File: config.mk
export PLATFORM = sky130hd
export DESIGN_NAME = ascon_serial_ctrl
export DESIGN_NICKNAME = d
export VERILOG_FILES = /design/src/rtl/ascon_serial_ctrl.sv
export SDC_FILE = /design/constraint.sdc
export NUM_CORES = 1
export LEC_CHECK = 0
export BUFFER_PORTS_ARGS = -buffer_cell sky130_fd_sc_hd__buf_2
export CAP_MARGIN = 20
export CORE_AREA = 2 2 255 257
export CTS_CLUSTER_DIAMETER = 40
export DETAILED_ROUTE_END_ITERATION = 12
export DIE_AREA = 0 0 257 259
export GPL_ROUTABILITY_DRIVEN = 0
export GPL_TIMING_DRIVEN = 0
export PLACE_DENSITY = 0.48
export SYNTH_ARGS = -nofsm -noshare
export SYNTH_HDL_FRONTEND = slang
export SYNTH_SLANG_ARGS = --single-unit
File: constraint.sdc
create_clock -name clk -period 4.2 [get_ports clk]
set_input_delay 0.42 -clock clk [delete_from_list [all_inputs] [get_ports clk]]
set_output_delay 0.42 -clock clk [all_outputs]
set_load 0.1 [all_outputs]
File: src/rtl/ascon_serial_ctrl.sv
// Serial sequencer for the three-share Ascon decryption core: shifts host data in MSB first, runs the core, collects plaintext/tag LSB first.
// Optional WAIT watchdog with err output: define ASCON_CTRL_TIMEOUT_EN.
module ascon_serial_ctrl #(
  parameter int K         = 128,
  parameter int L         = 40,
  parameter int Y         = 80,
  parameter int START_CYC = 3,
  parameter int DRAIN_CYC = 2,
  parameter int TIMEOUT   = 4096
) (
  input  logic           clk,
  input  logic           rst,
  input  logic           req,
  input  logic [K-1:0]   key,
  input  logic [127:0]   nonce,
  input  logic [L-1:0]   ad,
  input  logic [Y-1:0]   ct,
  input  logic [16:0]    rnd,
  output logic [2:0]     key_xsi,
  output logic [2:0]     nonce_xsi,
  output logic [2:0]     ad_xsi,
  output logic [2:0]     ct_xsi,
  output logic [6:0]     r_64,
  output logic           r_128,
  output logic           r_pt,
  output logic           core_start,
  input  logic           pt_xso,
  input  logic           tag_xso,
  input  logic           core_ready,
  output logic           busy,
  output logic           done,
  output logic [Y-1:0]   pt,
  output logic [127:0]   tag,
  output logic [15:0]    lat
`ifdef ASCON_CTRL_TIMEOUT_EN
  ,
  output logic           err
`endif
);

  localparam int MAX = (K > L) ? ((K > Y) ? K : Y) : ((L > Y) ? L : Y);
  localparam int CW  = $clog2(MAX + 1);

  typedef enum logic [2:0] {
    IDLE,
    LOAD,
    START,
    WAIT,
    DRAIN,
    READ,
    DONE
  } state_t;

  state_t         state;
  logic [CW-1:0]  i;
  logic [16:0]    rndQ;
  logic [3:0]     share0;   // {key, nonce, ad, ct} share-0 bits
  logic [CW-1:0]  loadIdx;
  logic [K-1:0]   keySh;
  logic [127:0]   nonceSh;
  logic [L-1:0]   adSh;
  logic [Y-1:0]   ctSh;
  logic [3:0]     nxtShare0;
  logic [15:0]    latInc;

`ifdef ASCON_CTRL_TIMEOUT_EN
  localparam int TW = $clog2(TIMEOUT + 1);
  logic [TW-1:0]  wcnt;
`endif

  // Share-0 bits are registered, so select the bit for the cycle after this one;
  // shifting past the vector width yields the required zero padding.
  always_comb begin
    loadIdx   = (state == LOAD) ? i + 1'b1 : '0;
    keySh     = key << loadIdx;
    nonceSh   = nonce << loadIdx;
    adSh      = ad << loadIdx;
    ctSh      = ct << loadIdx;
    nxtShare0 = {keySh[K-1], nonceSh[127], adSh[L-1], ctSh[Y-1]};
    latInc    = (lat == '1) ? lat : lat + 16'd1;
  end

  always_ff @(posedge clk) begin
    if (rst) begin
      state      <= IDLE;
      i          <= '0;
      rndQ       <= '0;
      share0     <= '0;
      core_start <= 1'b0;
      busy       <= 1'b0;
      done       <= 1'b0;
      pt         <= '0;
      tag        <= '0;
      lat        <= '0;
`ifdef ASCON_CTRL_TIMEOUT_EN
      err        <= 1'b0;
      wcnt       <= '0;
`endif
    end else begin
      rndQ   <= rnd;
      done   <= 1'b0;
      share0 <= '0;
      case (state)
        IDLE: begin
          if (req) begin
            state  <= LOAD;
            i      <= '0;
            busy   <= 1'b1;
            share0 <= nxtShare0;
`ifdef ASCON_CTRL_TIMEOUT_EN
            err    <= 1'b0;
`endif
          end
        end
        LOAD: begin
          if (i == CW'(MAX - 1)) begin
            state      <= START;
            i          <= '0;
            core_start <= 1'b1;
            lat        <= '0;
          end else begin
            i      <= i + 1'b1;
            share0 <= nxtShare0;
          end
        end
        START: begin
          lat <= latInc;
          if (i == CW'(START_CYC - 1)) begin
            state      <= WAIT;
            i          <= '0;
            core_start <= 1'b0;
`ifdef ASCON_CTRL_TIMEOUT_EN
            wcnt       <= '0;
`endif
          end else begin
            i <= i + 1'b1;
          end
        end
        WAIT: begin
          if (core_ready) begin
            state <= DRAIN;
            i     <= '0;
          end else begin
            lat <= latInc;
`ifdef ASCON_CTRL_TIMEOUT_EN
            if (wcnt == TW'(TIMEOUT - 1)) begin
              state <= DONE;
              done  <= 1'b1;
              err   <= 1'b1;
            end else begin
              wcnt <= wcnt + 1'b1;
            end
`endif
          end
        end
        DRAIN: begin
          if (i == CW'(DRAIN_CYC - 1)) begin
            state <= READ;
            i     <= '0;
          end else begin
            i <= i + 1'b1;
          end
        end
        READ: begin
          for (int unsigned b = 0; b < Y; b++) begin
            if (32'(i) == b) pt[b] <= pt_xso;
          end
          for (int unsigned b = 0; b < 128; b++) begin
            if (32'(i) == b) tag[b] <= tag_xso;
          end
          if (i == CW'(MAX - 1)) begin
            state <= DONE;
            done  <= 1'b1;
          end else begin
            i <= i + 1'b1;
          end
        end
        DONE: begin
          state <= IDLE;
          busy  <= 1'b0;
        end
        default: begin
          state <= IDLE;
          busy  <= 1'b0;
        end
      endcase
    end
  end

  assign key_xsi   = {rndQ[7:6], share0[3]};
  assign nonce_xsi = {rndQ[1:0], share0[2]};
  assign ad_xsi    = {rndQ[5:4], share0[1]};
  assign ct_xsi    = {rndQ[3:2], share0[0]};
  assign r_64      = rndQ[14:8];
  assign r_pt      = rndQ[15];
  assign r_128     = rndQ[16];

endmodule

* Yosys cells after proc, flatten, opt, wreduce, memory -nomap -nowiden *
Cells that the tools add are included.

word-level totals
  word-level logic and storage cells = 533
  output and inout bits = 248
  input bits = 399
  register bits = 259
  bits in writable memories = 0
  latch bits = 0
  memories kept = 0
  ROM bits = 0

operators by class
  reductions and logical operators = 140
  muxes and demuxes = 28
  divide/modulo/power cells = 0
  $mul = 0
  shift operators = 4
  bitwise gates (word level) = 2
  equality and inequality tests = 141
  add/subtract/negate cells = 2
  $lt $le $gt $ge = 0

operators by type and width
  kind                     count
  $eq A8 B7 Y1 const B     64
  $reduce_and A2 Y1        129
  $eq A8 B6 Y1 const B     32
  $shl A128 B8 Y128        2
  $eq A8 B5 Y1 const B     16
  $shl A80 B8 Y80          1
  $eq A8 B4 Y1 const B     8
  $mux W8                  7
  $mux W16                 3
  $pmux W16 S3             1
  $pmux W8 S6              1
  $shl A40 B8 Y40          1
  $eq A8 B3 Y1 const B     4
  $mux W3                  6
  $pmux W3 S6              1
  $add A16 B1 Y16 const B  1
  $eq A16 B16 Y1 const B   1
  $eq A8 B2 Y1 const B     2
  $ne A2 B2 Y1 const B     7
  $add A8 B1 Y8 const B    1
  $eq A8 B1 Y1 const B     1
  $logic_not A8 Y1         1
  $mux W4                  2
  $pmux W4 S2              1
  other kinds (16)         24

* Depth between registers and ports, before layout *
Gate-level depths: netlist of run 1.

  word-level depth = 5
  mapped depth = 16
  depth with buffers taken out = 9

* Worst setup path before layout of run 1 *
No wires, ideal clock.

  path kind = register to register
  start point = reg i[0]
  end point = reg share0[2]
  library setup time = 126 ps
  arrival = 3,222 ps
  clock period less this slack = 3,348 ps
  required time = 4,074 ps
  path buffers = 7
  cell stages (with the launch flop) = 16
  path slack = 852 ps
  cells stage by stage = dfxtp_1 -> buf_2 -> inv_2 -> buf_2 -> buf_2 -> buf_1 -> ha_1 -> buf_2 -> nand4bb_1 -> buf_1 -> clkbuf_1 -> a31oi_1 -> a2111oi_0 -> nor3_1 -> o2111ai_1 -> o31ai_1

between the ends
  cells in the longest elaborated chain, start to end = 5
  elaborated cells between the ends (all ways) = 7
  those cells by class = add/sub (1); eq/ne (1); shift (1); mux (4)

RTL lines
  element                            RTL line  RTL
  from (decl)                        55        logic [CW-1:0] i;
  from (signal assigned)             122       i <= i + 1'b1;
  from (signal assigned)             136       i <= i + 1'b1;
  from (signal assigned)             161       i <= i + 1'b1;
  $add A8 B1 Y8                      74        loadIdx = (state == LOAD) ? i + 1'b1 : '0;
  $mux W8                            74
  $shl A128 B8 Y128                  76        nonceSh = nonce << loadIdx;
  $mux W4, on equally long branches  116, 105
  $pmux W4 S2 (*)                    103       case (state)
  to (signal assigned)               109       share0 <= nxtShare0;
  to (signal assigned)               123       share0 <= nxtShare0;
  to (decl)                          57        logic [3:0] share0;

Every way passes the cells marked *; elsewhere a longest branch is shown, timed or not.
A chain may end at the register's enable or synchronous reset.

* Worst setup path in the final report of run 1 *
Ends and elaborated chain as after synthesis.

==> results of run 1 <==
[cell families after synthesis]
| kind of cell | after synthesis | synth area share, % |
|---|---|---|
| muxes | 90 | 8.88 |
| xor gates and xnor gates | 17 | 1.22 |
| and+or+nand+nor | 687 | 21.6 |
| AOI/OAI and AO/OA | 593 | 24.9 |
| adders and majority gates | 5 | 0.444 |
| buffers and inverters | 198 | 6.22 |
| DFF | 259 | 36.8 |
[critical path: stages (launching register included)]
cell and delay (ps):
dfxtp_1 400, buf_6 210, inv_4 210, buf_4 300, buf_4 300, ha_1 270
buf_4 200, inv_1 270, clkbuf_2 400, mux2i_1 230, o211ai_1 130, a221oi_1 460
a31oi_1 140, o31ai_2 350
[flip-flops by register name, summed over array words and instances, names as in the netlist]
signal and flops:
core_start 1, done 1, state 3, pt 80
rndQ 17, tag 128, share0 4, i 8
lat 16, busy 1
[how the worst max path moves through the flow]
stage | start | end | slack (ps) | cells after the start
after floorplan | i[0] | share0[2] | 850 | 15
after global placement | i[0] | share0[2] | -1750 | 14
after detailed placement | i[0] | share0[2] | -1720 | 14
after CTS | i[0] | share0[2] | 10 | 14
after global routing | i[0] | share0[3] | 10 | 11
final | i[0] | share0[2] | 130 | 13
[power breakdown]
| group | leakage, nW | total (mW) | internal, mW | switching (mW) |
|---|---|---|---|---|
| clock | 0.781 | 3.85 | 2.39 | 1.46 |
| combinational | 5.26 | 1.10 | 0.382 | 0.717 |
| sequential | 2.09 | 2.49 | 2.48 | 0.00900 |
[metal layers]
metal	up-vias	global-route usage (%)
met5	-	0
met4	6	14.2
met3	261	7.26
met2	1032	43.0
met1	8663	30.9
li1	8035	-
[synth_stat cells, types with 5 or more instances]
cell type | number | area share (%)
a2111oi_0 | 5 | 0.31
a211o_1 | 5 | 0.31
a211oi_1 | 33 | 1.8
a21oi_1 | 227 | 8.1
a221oi_1 | 25 | 1.6
a22oi_1 | 5 | 0.27
a311oi_1 | 7 | 0.43
a31oi_1 | 22 | 0.98
and2_1 | 14 | 0.62
and3_1 | 11 | 0.49
buf_1 | 8 | 0.21
buf_2 | 29 | 1.0
buf_4 | 6 | 0.32
buf_6 | 10 | 0.80
clkbuf_1 | 138 | 3.7
dfxtp_1 | 259 | 37
ha_1 | 5 | 0.44
inv_1 | 6 | 0.16
mux2_2 | 9 | 0.72
mux2i_1 | 53 | 3.8
mux4_2 | 27 | 4.3
nand2_1 | 320 | 8.5
nand3_1 | 74 | 2.6
nand4_1 | 15 | 0.67
nor2_1 | 162 | 4.3
nor2b_1 | 31 | 1.4
nor3_1 | 17 | 0.60
nor4_1 | 5 | 0.22
o211ai_1 | 6 | 0.32
o21ai_0 | 188 | 6.7
o21ai_1 | 7 | 0.25
o221ai_1 | 8 | 0.50
o22ai_1 | 10 | 0.44
o31ai_1 | 5 | 0.27
or3_1 | 12 | 0.53
xnor2_1 | 8 | 0.50
xor2_1 | 6 | 0.37
[area by class of cell]
cell class / instances / area, um2
plain buffers: 190 / 893
flip-flops and latches: 259 / 5180
multi-input cells: 1392 / 8080
inverters: 7 / 28.8
fillers: 7030 / 43800
diodes: 19 / 47.5
clock buffers: 58 / 1280
repair buffers: 644 / 3220
clock inverters: 28 / 327
well taps: 855 / 1070
[what timing repair did]
item / in CTS / in global routing
setup endpoints to repair: 25 / 2
setup buffers: 0 / 0
pin swaps: 1 / 0
resized for setup: 31 / 9
==> metrics, run 1 <==
r2r setup slk between 100 and 150 ps; worst hold endpoint rndQ[12]; Hold Path Depth 2; Post-Layout Cell Count about 3500; pin count of the biggest net entering global routing 14; Post-Place Cell Area about 18000 um2; Post-DP HPWL 72000 um; via/cell ratio ~5.2; Worst Skew between 50 and 60 ps; Power Density roughly 370 nW/um2; r2r endpoint share0[2]; R2R depth 13; Port Buffers ~640; Critical Path AT between 4000 and 5000 ps; gr usage total approximately a quarter; Most used DFF post-synth dfxtp_1; total global routing overflow 0; initial antenna violation count 29; Clock Tree Buf Depth 3; Final setup viols 0; clk slew on worst S/H paths ~60 ps; P_leak 8.13 nW; WP data required between 4000 and 5000 ps; status finished clean; Slew Limit Fails 0; crit start category register; Metal-1 WL roughly 35000 um; worst slew pin tran 1110 ps; period utilization 96.9%; hold slack between 50 and 60 ps; drt wl/cell around 26 um; vias in the first global route 17519; Ys Warns 0; FF-to-FF Start i[0]; Final min period about 4100 ps; die area roughly 67000 um2; flops & latches, synth 259; Syn Inst Count between 1500 and 2000; detailed-route DRC error count 0; setup slack at placement -1720 ps; CTS tree built; asr flop ratio synth 0%; PnR worst setup slack roughly 130 ps; final net count about 2900; placed cells roughly 3300; first-pass GRT wire length about 130000 um; clk sink count 259; Core Region between 60000 and 70000 um2; post-synth cell types 80; Worst VDD drop ~290 uV; metal2 WL slightly above 40000 um; initial core utilization between 20% and 30%; register area share after synthesis between 30% and 40%; unrepaired setup endpoints after global routing false; hold crit path type input port to register; Syn Std Cell Area roughly 14000 um2; DRT iter0 DRCs 1696; max frequency around 250 MHz; Area Overhead vs Synth 42.8%; critical path capture point type register; vias 17997; fin area approximately 20000 um2; count of flip-flops with a built-in enable after synthesis 0; most common cell after layout, fill and taps aside buf_2; Slew HR between 20% and 30%; clock root buffer clkbuf_16; die height 259 um; Top Layer Used met5; Sum Neg Setup Slack 0 ps; drt pass-1 iters 5; share of layout cells above drive strength 1 about a third; Syn Area/Cell 7.62 um2; io pins around 650; commonest cells after routing, fill and taps aside buf_2, nand2_1, dfxtp_1; cell row count between 90 and 100; net count after synthesis around 2300; total power around 7.4 mW; ANT nets after route 0; chip width 257 um; Post-CTS Hold Buffers 0; clk_lat worst skew between 500 and 600 ps; overall routed net length just over 90000 um; Max-cap violations 0; Worst Hold Launch rnd[12]; Final Hold Viols 0; worst-path fanout max 11; htree depth 2; Final Util 31.5%; Setup CP Type register to register; met3 WL ~8600 um; CTS Buf Count between 40 and 50
No activity file was read; power rests on OpenSTA's default activity.
==> run 2: changes to the inputs <==
BUFFER_PORTS_ARGS = default   (was -buffer_cell sky130_fd_sc_hd__buf_2)
CORE_AREA = 2 2 250 252   (was 2 2 255 257)
DIE_AREA = 0 0 252 254   (was 0 0 257 259)
DONT_BUFFER_PORTS = 1   (was default)
HOLD_SLACK_MARGIN = 0.12   (was default)
PLACE_DENSITY = 0.4   (was 0.48)
clock period = 5.1 ns   (was 4.2 ns; I/O delays follow)
==> run 2 against run 1 <==
  * The run now ends with negative setup slack left
  * Sequential cell count stayed put
  * Utilization fell by 3.5 points
  * Global-route usage is 0.50 points higher
  * Cell count shrank 20%
  * Combinational power shrank 44%
  * Wire length shrank 2.1%
  * Non-clock buffer count shrank 622
  * Sequential power shrank 14%
  * Via count down 13%
  * Total power fell by 15%
  * Largest cell class unchanged
==> metrics, run 2 (synthesis gave the netlist of run 1 again) <==
die height 254 um; Post-DP HPWL between 60000 and 70000 um; Logic pwr share about a tenth; period utilization 101%; cell row count a little over 90; vias between 15000 and 20000; Power Density ~370 nW/um2; Post-Layout Cell Count approximately 2800; Worst Skew ~29 ps; commonest cells after routing, fill and taps aside nand2_1, dfxtp_1, a21oi_1; placed cells ~2600; detailed-route DRC error count 0; CTS tree built; io pins 647; drt pass-1 iters 8; clk_lat worst skew ~600 ps; most common cell after layout, fill and taps aside nand2_1; Post-Place Cell Area 15100 um2; Setup CP Type register to register; unrepaired setup endpoints after global routing true; share of layout cells above drive strength 1 9.98%; Top Registers tag: 128 flops, pt: 80 flops, rndQ: 17 flops; Max-cap violations 0; Slew Limit Fails 0; DRT iter0 DRCs around 1500; WP data required ~5500 ps; via/cell ratio 5.62; drt wl/cell around 32 um; htree depth 2; critical path capture point type register; clock root buffer clkbuf_16; worst-path fanout max 11; sequential share of power roughly a third; Sw Ratio 27.6%; initial antenna violation count 29; max frequency between 150 and 200 MHz; crit start category register; Clk pwr share between 50 and 60%; ANT nets after route 0; R2R depth 15; initial core utilization between 20 and 25%; total global routing overflow 0; vias in the first global route 14739; Critical Path AT 5550 ps; clk sink count ~260; Final setup viols 1; Most flops, register tag; Final Hold Viols 0; Clock Tree Buf Depth 3; status complete, but fails checks; gr usage total 26.7%; Final Util approximately 28%; Worst VDD drop about 230 uV; max FFs per register 128; final net count between 2000 and 2500; failing checks negative setup slack; P_leak between 5 and 6 nW; die area roughly 64000 um2; overall routed net length 89400 um; register area just over 5000 um2; Hold Path Depth 3; chip width 252 um; Int Power around 4.6 mW; Port Buffers 0; hold crit path type input port to register; Filler cells 6738; multi-input logic area just over 8000 um2; clk slew on worst S/H paths roughly 40 ps; PnR worst setup slack -46.4 ps; first-pass GRT wire length 121000 um; Core Region just over 60000 um2; Area Overhead vs Synth 21.8%; Final min period between 5000 and 6000 ps; pin count of the biggest net entering global routing 15; total power between 6 and 7 mW; post-CTS setup buffers 0; Slew HR ~22%; P_sw 1.74 mW; worst slew pin tran approximately 1200 ps; CTS Buf Count between 50 and 60; fin area between 15000 and 20000 um2
run 2: final cells by class:
| class | instances | share of cell area (%) |
|---|---|---|
| multi-input combinational | 1392 | 46.9 |
| sequential | 259 | 30.2 |
| clock buffer | 67 | 8.43 |
| tap | 790 | 5.76 |
| buffer | 191 | 5.04 |
| clock inverter | 26 | 2.07 |
| timing repair buffer | 21 | 1.13 |
| antenna | 25 | 0.364 |
| inverter | 7 | 0.153 |
run 2: metrics by stage:
step	hold slack, ps	setup slack (ps)	setup TNS (ps)
final	345	-46.4	-46.4
after global routing	322	-40.9	-40.9
after CTS	313	18.1	0
after detailed placement	644	-1170	-3560
after global placement	641	-1400	-4670
after floorplan	596	1750	0
run 2: worst max-delay path, stage by stage (launching register included):
cell	delay, ps
dfxtp_1	380
buf_2	280
inv_2	110
buf_2	420
buf_2	460
buf_4	360
ha_1	180
buf_2	290
buf_2	420
clkbuf_1	660
nor2_1	160
o21ai_0	120
o211ai_1	180
a221oi_1	370
a31oi_1	70
o31ai_1	490
run 2: routing by layer:
layer,vias to the layer above,wire length (um),GRT usage [%]
met4,14,4020,11.0
met2,869,41500,44.0
met3,212,9240,9.87
met1,7707,34500,31.2
li1,6811,-,-
met5,-,99,0
run 2: power groups by stage:
| stage | Combinational, mW | Clock (mW) | Sequential [mW] |
|---|---|---|---|
| floorplan | 0.373 | 0 | 2.19 |
| global placement | 0.594 | 0 | 2.19 |
| detailed placement | 0.595 | 0 | 2.19 |
| CTS | 0.611 | 3.57 | 2.15 |
| global route | 0.653 | 3.66 | 2.15 |
| finish | 0.621 | 3.51 | 2.15 |
run 2: path summary, 6_finish.rpt:
check | from | end | slack (ps)
setup / recovery | i[0] | share0[2] | -50
hold / removal | req | i[7] | 340
setup reg to reg | i[0] | share0[2] | -50
hold reg to reg | i[1] | i[1] | 660
run 2: what timing repair did:
action                                 in CTS  in global routing
hold buffers                               18                  0
resized for setup                          14                  4
pin swaps                                   0                  0
setup endpoints to repair                   4                  2
endpoints found under the hold margin      18                  0
